**src/rtl/stopwatch_counter.sv**
```systemverilog
// stopwatch_counter: BCD MM:SS stopwatch core.
// Consumes the divider's 1 Hz / 2 Hz (and 4 Hz blink) square waves as data
// levels and edge-detects them on the system clock. Modes: RUN counts on the
// 1 Hz edge, HOLD freezes, ADJ bumps the field picked by sel on the 2 Hz edge.
// Optional feature: define BLINK_EN to blank the selected field in ADJ at the
// clk_blink rate. With BLINK_EN undefined the blank outputs are tied to 0.
module stopwatch_counter #(
   parameter int unsigned MIN_MAX      = 99,   // highest minutes value, 1..99
   parameter bit          START_PAUSED = 1'b1  // 1: come out of reset in HOLD
) (
   input  logic       clk,
   input  logic       rst_n,
   input  logic       clk_1hz,
   input  logic       clk_2hz,
   input  logic       clk_blink,
   input  logic       pause,
   input  logic       adj,
   input  logic       sel,
   output logic [3:0] min_tens,
   output logic [3:0] min_ones,
   output logic [3:0] sec_tens,
   output logic [3:0] sec_ones,
   output logic       running,
   output logic       min_blank,
   output logic       sec_blank
);

   // Minutes wrap point split into BCD digits.
   localparam logic [3:0] MIN_T = 4'(MIN_MAX / 10);
   localparam logic [3:0] MIN_O = 4'(MIN_MAX % 10);

   typedef enum logic [1:0] {
      ST_RUN  = 2'd0,
      ST_HOLD = 2'd1,
      ST_ADJ  = 2'd2
   } state_e;

   state_e     state_q;
   logic       pause_saved_q;
   logic       running_q;
   logic       saved_tog;

   logic       prev_1hz_q, prev_2hz_q;
   logic       tick_1hz_q, tick_2hz_q;
   logic       tick_1hz_d, tick_2hz_d;

   logic [3:0] min_tens_q, min_ones_q, sec_tens_q, sec_ones_q;
   logic [3:0] min_tens_d, min_ones_d, sec_tens_d, sec_ones_d;

   // Incremented candidates for each field.
   logic [3:0] sec_tens_inc, sec_ones_inc, min_tens_inc, min_ones_inc;
   logic       sec_carry;

   // Rising-edge detect on the divider levels; ticks are registered so a tick
   // is one cycle wide and lags the sampled input edge by one cycle.
   always_comb begin
      tick_1hz_d = clk_1hz & ~prev_1hz_q;
      tick_2hz_d = clk_2hz & ~prev_2hz_q;
   end

   // Edge-detect history and tick registers.
   always_ff @(posedge clk or negedge rst_n) begin
      if (!rst_n) begin
         prev_1hz_q <= 1'b0;
         prev_2hz_q <= 1'b0;
         tick_1hz_q <= 1'b0;
         tick_2hz_q <= 1'b0;
      end else begin
         prev_1hz_q <= clk_1hz;
         prev_2hz_q <= clk_2hz;
         tick_1hz_q <= tick_1hz_d;
         tick_2hz_q <= tick_2hz_d;
      end
   end

   // A pause pulse always lands in pause_saved when it is captured, so the
   // ADJ exit decision uses the post-toggle value.
   always_comb saved_tog = pause_saved_q ^ pause;

   // Mode FSM: adj beats pause in RUN/HOLD, but the pause pulse is still folded
   // into pause_saved on the entry cycle. running is a registered decode.
   always_ff @(posedge clk or negedge rst_n) begin
      if (!rst_n) begin
         state_q       <= START_PAUSED ? ST_HOLD : ST_RUN;
         pause_saved_q <= START_PAUSED;
         running_q     <= ~START_PAUSED;
      end else begin
         case (state_q)
            ST_RUN: begin
               if (adj) begin
                  state_q       <= ST_ADJ;
                  pause_saved_q <= pause;      // 0 toggled by a coincident pulse
                  running_q     <= 1'b0;
               end else if (pause) begin
                  state_q   <= ST_HOLD;
                  running_q <= 1'b0;
               end
            end
            ST_HOLD: begin
               if (adj) begin
                  state_q       <= ST_ADJ;
                  pause_saved_q <= ~pause;     // 1 toggled by a coincident pulse
               end else if (pause) begin
                  state_q   <= ST_RUN;
                  running_q <= 1'b1;
               end
            end
            ST_ADJ: begin
               pause_saved_q <= saved_tog;
               if (!adj) begin
                  state_q   <= saved_tog ? ST_HOLD : ST_RUN;
                  running_q <= ~saved_tog;
               end
            end
            default: begin
               state_q   <= ST_HOLD;
               running_q <= 1'b0;
            end
         endcase
      end
   end

   // Per-field BCD increment candidates with their wrap points.
   always_comb begin
      sec_carry = 1'b0;
      if (sec_ones_q == 4'd9) begin
         sec_ones_inc = 4'd0;
         if (sec_tens_q == 4'd5) begin
            sec_tens_inc = 4'd0;
            sec_carry    = 1'b1;
         end else begin
            sec_tens_inc = sec_tens_q + 4'd1;
         end
      end else begin
         sec_ones_inc = sec_ones_q + 4'd1;
         sec_tens_inc = sec_tens_q;
      end

      if (min_tens_q == MIN_T && min_ones_q == MIN_O) begin
         min_tens_inc = 4'd0;
         min_ones_inc = 4'd0;
      end else if (min_ones_q == 4'd9) begin
         min_tens_inc = min_tens_q + 4'd1;
         min_ones_inc = 4'd0;
      end else begin
         min_tens_inc = min_tens_q;
         min_ones_inc = min_ones_q + 4'd1;
      end
   end

   // Next digits: RUN counts with carry on tick_1hz, ADJ bumps one field on
   // tick_2hz with no carry. Only the tick that matches the registered state acts.
   always_comb begin
      sec_ones_d = sec_ones_q;
      sec_tens_d = sec_tens_q;
      min_ones_d = min_ones_q;
      min_tens_d = min_tens_q;
      case (state_q)
         ST_RUN: begin
            if (tick_1hz_q) begin
               sec_ones_d = sec_ones_inc;
               sec_tens_d = sec_tens_inc;
               if (sec_carry) begin
                  min_ones_d = min_ones_inc;
                  min_tens_d = min_tens_inc;
               end
            end
         end
         ST_ADJ: begin
            if (tick_2hz_q) begin
               if (sel) begin
                  sec_ones_d = sec_ones_inc;
                  sec_tens_d = sec_tens_inc;
               end else begin
                  min_ones_d = min_ones_inc;
                  min_tens_d = min_tens_inc;
               end
            end
         end
         default: ;
      endcase
   end

   // Digit registers; reset discards the count immediately.
   always_ff @(posedge clk or negedge rst_n) begin
      if (!rst_n) begin
         sec_ones_q <= 4'd0;
         sec_tens_q <= 4'd0;
         min_ones_q <= 4'd0;
         min_tens_q <= 4'd0;
      end else begin
         sec_ones_q <= sec_ones_d;
         sec_tens_q <= sec_tens_d;
         min_ones_q <= min_ones_d;
         min_tens_q <= min_tens_d;
      end
   end

`ifdef BLINK_EN
   logic prev_blink_q, tick_blink_q, tick_blink_d;
   logic phase_q, phase_d;

   // Blink edge detect and phase; phase is held at 0 outside ADJ so every ADJ
   // entry starts with the field visible.
   always_comb begin
      tick_blink_d = clk_blink & ~prev_blink_q;
      phase_d      = phase_q;
      if (state_q != ST_ADJ)
         phase_d = 1'b0;
      else if (tick_blink_q)
         phase_d = ~phase_q;
   end

   // Blink history, tick and phase registers.
   always_ff @(posedge clk or negedge rst_n) begin
      if (!rst_n) begin
         prev_blink_q <= 1'b0;
         tick_blink_q <= 1'b0;
         phase_q      <= 1'b0;
      end else begin
         prev_blink_q <= clk_blink;
         tick_blink_q <= tick_blink_d;
         phase_q      <= phase_d;
      end
   end

   assign min_blank = (state_q == ST_ADJ) & ~sel & phase_q;
   assign sec_blank = (state_q == ST_ADJ) &  sel & phase_q;
`else
   logic unused_blink;
   assign unused_blink = clk_blink;
   assign min_blank    = 1'b0;
   assign sec_blank    = 1'b0;
`endif

   assign min_tens = min_tens_q;
   assign min_ones = min_ones_q;
   assign sec_tens = sec_tens_q;
   assign sec_ones = sec_ones_q;
   assign running  = running_q;

endmodule

```
**config.mk**
```make
export PLATFORM = sky130hd
export DESIGN_NAME = stopwatch_counter
export DESIGN_NICKNAME = d
export VERILOG_FILES = /design/src/rtl/stopwatch_counter.sv
export SDC_FILE = /design/constraint.sdc
export NUM_CORES = 1
export LEC_CHECK = 0
export ABC_AREA = 1
export CORE_MARGIN = 8
export CORE_UTILIZATION = 50
export CTS_BUF_LIST = sky130_fd_sc_hd__clkbuf_4 sky130_fd_sc_hd__clkbuf_8 sky130_fd_sc_hd__clkbuf_16
export DETAILED_ROUTE_END_ITERATION = 8
export HOLD_SLACK_MARGIN = 0.06
export MAX_ROUTING_LAYER = met4
export PLACE_DENSITY = 0.73
export SETUP_SLACK_MARGIN = 0.1
export SKIP_CTS_REPAIR_TIMING = 1
export SKIP_LAST_GASP = 1
export SYNTH_ARGS = -nofsm -noshare
export SYNTH_HDL_FRONTEND = slang
export SYNTH_SLANG_ARGS = --single-unit
export TNS_END_PERCENT = 100
```
**constraint.sdc**
```tcl
create_clock -name clk -period 1.9 [get_ports clk]
set_input_delay 0.38 -clock clk [delete_from_list [all_inputs] [get_ports clk]]
set_output_delay 0.38 -clock clk [all_outputs]
set_load 0.01 [all_outputs]
```
# Word-level counts from Yosys, hierarchy flattened
# Cells that the tools add are included.
# word_totals
out_inout_bits,19
reg_bits,24
inputBits,8
# classes
n_eq_ne,18
muxes,43
addsub,4
reduce_logical,9
n_bitwise,7
# op_table
cell,count
4-bit two-way mux,21
4-bit case mux with 2 select lines,4
2-bit inequality test (second input constant),10
4-bit by 1-bit adder with 4-bit output (second input constant),4
4-bit == test (second input constant),3
1-bit two-way mux,10
2-bit two-way mux,5
4-bit AND reduction,2
3-bit inequality test (second input constant),2
1-bit case mux with 3 select lines,2
2-bit case mux with 3 select lines,1
3-bit AND reduction,2
5-bit AND reduction,1
4-bit by 3-bit == test with 1-bit output (second input constant),1
1-bit NOT,4
3-bit nonzero test,1
1-bit bitwise AND,2
2-bit by 1-bit == test with 1-bit output (second input constant),1
2-bit == test (second input constant),1
2-bit zero test,1
2-bit nonzero test,1
1-bit logical AND,1
1-bit bitwise XOR,1

# Logic depth before layout (Yosys ltp)
# Gate-level depths: netlist of the first run.
# logic_depth
word_depth,6
depth_mapped,9
mapped_depth_nobuf,9

# Least setup slack after synthesis of the first run
# No wires, ideal clock.
# synth_path
path_kind,register to register
startpoint,register state_q[0]
endpoint,"register min_tens_q[0], in the netlist min_tens[0]"
t_arrival_ns,1.443
slack_ns,0.340
setup_time_ns,0.117
stages_incl_launch_ff,9
synth_period_minus_slack_ns,1.560
required_time_ns,1.783
path_cell_list,dfstp_2 inv_1 ha_1 nand2_1 nand3_2 nor2_4 nand3_2 nand2_1 nand2_1
# synth_between
elab_chain_len,3
# synth_rtl
element,line_no,text
"start, declared",38,state_e state_q;
"start signal, assigned",84,state_q <= START_PAUSED ? ST_HOLD : ST_RUN;
"start signal, assigned",111,state_q <= saved_tog ? ST_HOLD : ST_RUN;
2-bit == test / 2-bit zero test (equally long branches),158,case (state_q)
2-bit inequality test (no source line) / 2-bit nonzero test (equally long branches),n/a,
5-bit AND reduction (no source line),n/a,
"end signal, assigned",195,min_tens_q <= min_tens_d;
"end, declared",47,"logic [3:0] min_tens_q, min_ones_q, sec_tens_q, sec_ones_q;"
# Several ways; a longest one is shown, not always the timed one.
# A chain may end at the register's enable or synchronous reset.

# Worst setup path after layout of the first run
# layout_path
startpoint,"register min_ones_q[0], in the netlist min_ones[0]"
endpoint,output port min_ones[0]
# layout_lines
element,line_no,text
"start, declared",47,
"start signal, assigned",194,min_ones_q <= min_ones_d;
"end, declared",20,"output logic [3:0] min_ones,"
# No word-level cell between the ends.

==> run metrics, run 1 <==
status finished, final reports clean; WL final about 2900 um; Reg clk slew, reported paths 130 ps; DR pass1 iterations 4; routed length per instance about 12 um; fill cell count 260; Antenna Cells 0; Slowest-stage cell, CP clkdlybuf4s50_1; total of warnings raised by yosys 0; Final Non-Filler Cells between 200 and 250; Synth area leader dfrtp_1; P&R area growth vs syn 22.9%; Nets 230; Pleak ~0.83 nW; final cycle utilization of the critical path 0.908; layout cells sized above 1 0.164; final HPWL from detailed placement ~2200 um; RSZ-0062 raised after global routing false; crit-path cells clkdlybuf4s50_1; Critical Path AT between 1000 and 1500 ps; die area roughly 0.0049 mm2; Clock power frac 0.166; Clock Latency Late Sink around 310 ps; Worst Path Buf+Inv 1; final hold slack a little over 400 ps; first-pass GRT wire length 5180 um; internal power ~1.3 mW; setup TNS 0 ps; HP Class reg -> reg; IR drop worst, VDD 852 uV; Post-DRT Antenna Nets 0; Horiz. Die Dim between 60 and 70 um; switching part of the total 0.407; CP Max Fanout 6; via count 1,234; Logic pwr share 0.477; synth top area cells dfrtp_1, nand2_1, ha_1; most frequent cells in the layout nand2_1, clkdlybuf4s50_1, inv_1; Max Cap Viol 0; clock sink count 24; vias in the first global route between 1,000 and 1,500; Fin. Hold Viols 0; Seq pwr share 0.357; DRC viols 0; Vias/cell roughly 5.1; leading cell type in the layout, fill and taps excluded nand2_1; synth unique cells 24; I/O pin count 27; startpoint types flop; std cell rows 19; crit end category output port; Pwr Density about 1200 mW/mm2; dpl cells 240; # port buffers 23; initial core utilization 0.528; clock skew 5.67 ps; P_sw about 0.90 mW; Slew Limit Fails 0; Final Util 0.648; Worst Path Required 1520 ps; Root Driver clkbuf_4; Final WS setup ~170 ps; TritonCTS Buffers 3; Max stage delay on crit path between 500 and 600 ps; initial antenna violation count 0; post-route minimum period 1730 ps; CORE AREA 0.00276 mm2; clock buffer depth 2; Avg Synthesized Cell Area about 7.8 um2; kind of critical path reg -> out; GPL Wtd Cong 0.922; Yosys reg bits 24; setup violators final 0; remaining global-route overflow 0; initial drt markers 66; htree depth 1; pre-CTS WS 176 ps; fmax around 580 MHz; Tot GR Track Use 0.126; CTS tree done; share of the synthesized area in the top cell type 0.378; Mapped Area 0.00146 mm2; Top delay family on crit path buffers and inverters; sequential share of the synthesized area 0.414; largest net degree at the start of global routing 25; Synth Instances ~190; die height roughly 70 um
registers in the layout (all words and copies together) (netlist names):
register and count:
tick_1hz_q 1, sec_tens 4, min_tens 4, sec_ones 4, tick_2hz_q 1, prev_1hz_q 1, running 1, min_ones 4
prev_2hz_q 1, state_q 2, pause_saved_q 1
final timing paths:
kind / startpoint / endpoint / slack (ps) / cells after the start
worst max register to register: state_q[0]$_DFFE_PN1P_ / sec_tens[2]$_DFFE_PN0P_ / 240 / 8
max in group asynchronous: rst_n / pause_saved_q$_DFFE_PN1P_ / 1200 / 2
worst max-delay path: min_ones[0]$_DFFE_PN0P_ / min_ones[0] / 170 / 1
min in group asynchronous: rst_n / min_tens[1]$_DFFE_PN0P_ / 410 / 2
worst min register to register: prev_2hz_q$_DFF_PN0_ / tick_2hz_q$_DFF_PN0_ / 400 / 1
worst min-delay path: prev_2hz_q$_DFF_PN0_ / tick_2hz_q$_DFF_PN0_ / 400 / 1
power groups by stage:
| stage | sequential [mW] | clock, mW | combinational (mW) |
|---|---|---|---|
| CTS | 0.785 | 0.382 | 1.04 |
| global route | 0.809 | 0.398 | 1.19 |
| detailed placement | 0.793 | 0 | 1.03 |
| global placement | 0.784 | 0 | 1.01 |
| finish | 0.788 | 0.368 | 1.05 |
| floorplan | 0.812 | 0 | 0.668 |
layout make-up:
| cell class | instances | area (um2) | area share |
|---|---|---|---|
| Clock inverter | 1 | 30.0 | 0.0168 |
| Timing Repair Buffer | 24 | 238 | 0.133 |
| Sequential cell | 24 | 608 | 0.340 |
| Multi-Input combinational cell | 139 | 768 | 0.430 |
| Tap cell | 31 | 38.8 | 0.0217 |
| Inverter | 22 | 82.6 | 0.0462 |
| Clock buffer | 3 | 22.5 | 0.0126 |
cells in the mapped netlist:
library cell,number
or2_2,2
xnor2_1,4
nor2_1,17
o21a_1,1
dfrtp_1,22
nand2_1,52
nand3_1,16
dfstp_2,2
o21ai_1,4
xor2_1,4
buf_4,2
nor2_2,3
conb_1,1
a21oi_2,1
inv_2,3
inv_1,19
a211oi_1,1
nand2_2,4
ha_1,8
nand4_1,2
a21oi_1,3
nor2_4,3
nand3_2,4
o21ai_0,8
logic make-up after synthesis:
logic type | share of synthesized area
other cells | 0.00258
flops | 0.414
buf+inv | 0.0671
simple gates | 0.331
fa+ha+maj | 0.0688
xor+xnor | 0.0481
compound gates | 0.0679
per-stage QoR:
stage	cell area, um2	power (mW)
3_3_place_gp	1720	1.79
4_1_cts	1770	2.21
3_5_place_dp	1720	1.83
2_1_floorplan	1460	1.48
6_report	1790	2.21
5_1_grt	1790	2.40
metal layers:
metal | wire (um) | vias up | GRT usage
met5 | 0 | - | -
met4 | 28 | 0 | 0.0402
met3 | 95 | 4 | 0.0254
met2 | 1440 | 18 | 0.215
met1 | 1370 | 578 | 0.143
li1 | - | 634 | -
Power figures use the tool's default switching activity.
==> run 2: changes to the inputs <==
Settings changed: CAP_MARGIN set to 25.
==> results of run 2 <==
Same layout as run 1: the final DEF is identical, and so are final timing and power.
==> run 3: changes to the inputs <==
Settings changed: HOLD_SLACK_MARGIN 0.06 to 0.1, RECOVER_POWER set to 100.
==> run metrics, run 3 (synthesis gave the netlist of run 1 again) <==
first-pass GRT wire length 5180 um (unchanged); most frequent cells in the layout nand2_1, dfrtp_1, inv_1; CP Max Fanout 6 (unchanged); Slowest-stage cell, CP dlygate4sd3_1; setup violators final 0 (unchanged); RSZ-0062 raised after global routing false; Clock power frac 0.172 (+0.006); Seq pwr share 0.366 (+0.009); clock buffer depth 2 (unchanged); die area 0.00489 mm2 (unchanged); GPL Wtd Cong 0.922 (unchanged); layout cells sized above 1 0.131 (-0.0329); remaining global-route overflow 0 (unchanged); vias in the first global route 1,238 (unchanged); Pwr Density 1210 mW/mm2 (-1.9%); Clock Latency Late Sink 310 ps (about the same); Critical Path Start min_ones[0]$_DFFE_PN0P_; setup TNS 0 ps (unchanged); Pleak 0.872 nW (+4.6%); Root Driver clkbuf_4; initial drt markers 62 (-6.1%); Final Util 0.641 (-0.00771); Max Cap Viol 0 (unchanged); largest net degree at the start of global routing 25 (unchanged); via count 1,239 (+0.41%); Tot GR Track Use 0.126 (unchanged); P&R area growth vs syn 21.4%; die height 69.9 um (unchanged); internal power 1.27 mW (-2.9%); leading cell type in the layout, fill and taps excluded nand2_1; crit end category output port; htree depth 1 (unchanged); switching part of the total 0.406 (-0.00113); final cycle utilization of the critical path 0.940 (+0.0316); Final WS setup 115 ps (-60.0 ps); dpl cells 240 (unchanged); Nets 230 (unchanged); Fin. Hold Viols 0 (unchanged); CTS tree done; worst flop-to-flop path startpoint state_q[0]$_DFFE_PN1P_; fill cell count 265 (+1.9%); Reg clk slew, reported paths 130 ps (about the same); Post-DRT Antenna Nets 0 (unchanged); Logic pwr share 0.462 (-0.015); clock skew 5.17 ps (-0.502 ps); I/O pin count 27 (unchanged); fmax 560 MHz (-3.4%); P_sw 0.869 mW (-3.3%); Worst Path Buf+Inv 1 (unchanged); std cell rows 19 (unchanged); Critical Path AT 1410 ps (+60 ps); Top delay family on crit path buffers and inverters; Antenna Cells 0 (unchanged); hold path start prev_2hz_q$_DFF_PN0_; HP Class reg -> reg; Max stage delay on crit path 640 ps (+70 ps); IR drop worst, VDD 802 uV (-5.9%); routed length per instance 12.0 um (-0.14%); final hold slack 404 ps (-0.0300 ps); TritonCTS Buffers 3 (unchanged); Vias/cell 5.08 (+0.41%); clock sink count 24 (unchanged); post-route minimum period 1790 ps (+60.0 ps); Worst Path Required 1520 ps (about the same); crit-path cells dlygate4sd3_1; initial antenna violation count 0 (unchanged); final HPWL from detailed placement 2240 um (unchanged); startpoint types flop; DRC viols 0 (unchanged); Horiz. Die Dim 69.9 um (unchanged); Final Non-Filler Cells 244 (unchanged); status finished, final reports clean; kind of critical path reg -> out; initial core utilization 0.528 (unchanged); # port buffers 23 (unchanged); pre-CTS WS 176 ps (unchanged); WL final 2930 um (-0.14%); Slew Limit Fails 0 (unchanged); CORE AREA 0.00276 mm2 (unchanged); DR pass1 iterations 4 (unchanged)
run 3: final timing paths:
| path | to | slack (ps) | cells past startpoint |
|---|---|---|---|
| min reg2reg | tick_2hz_q$_DFF_PN0_ | 400 | 1 |
| min in group asynchronous | min_tens[1]$_DFFE_PN0P_ | 480 | 2 |
| max reg2reg | sec_ones[2]$_DFFE_PN0P_ | 210 | 8 |
| max | min_ones[0] | 110 | 1 |
| min | tick_2hz_q$_DFF_PN0_ | 400 | 1 |
| max in group asynchronous | pause_saved_q$_DFFE_PN1P_ | 1130 | 2 |
run 3: layer usage:
layer	vias to the layer above	GRT usage	share of wire
met5	-	-	0
met2	20	0.215	0.49
met4	0	0.0402	0.0099
met3	4	0.0254	0.033
met1	580	0.143	0.46
li1	635	-	-
run 3: area by class of cell:
cell class | count | area, um2 | area share
Clock inverter | 1 | 30.0 | 0.0170
Clock buffer | 3 | 22.5 | 0.0127
Multi-Input combinational cell | 139 | 751 | 0.425
Sequential cell | 24 | 604 | 0.342
Inverter | 22 | 82.6 | 0.0467
Timing Repair Buffer | 24 | 238 | 0.135
Tap cell | 31 | 38.8 | 0.0220
run 3: power groups by stage:
| stage | sequential [mW] | clock, mW | combinational [mW] |
|---|---|---|---|
| after floorplan | 0.812 | 0 | 0.668 |
| after global placement | 0.784 | 0 | 1.01 |
| after detailed placement | 0.793 | 0 | 1.03 |
| after CTS | 0.785 | 0.382 | 1.04 |
| after global routing | 0.806 | 0.398 | 1.13 |
| final | 0.785 | 0.367 | 0.989 |
run 3: metrics by stage:
| step | cell area, um2 | power (mW) |
|---|---|---|
| floorplan | 1460 | 1.48 |
| global placement | 1720 | 1.79 |
| detailed placement | 1720 | 1.83 |
| CTS | 1770 | 2.21 |
| global route | 1770 | 2.33 |
| finish | 1770 | 2.14 |
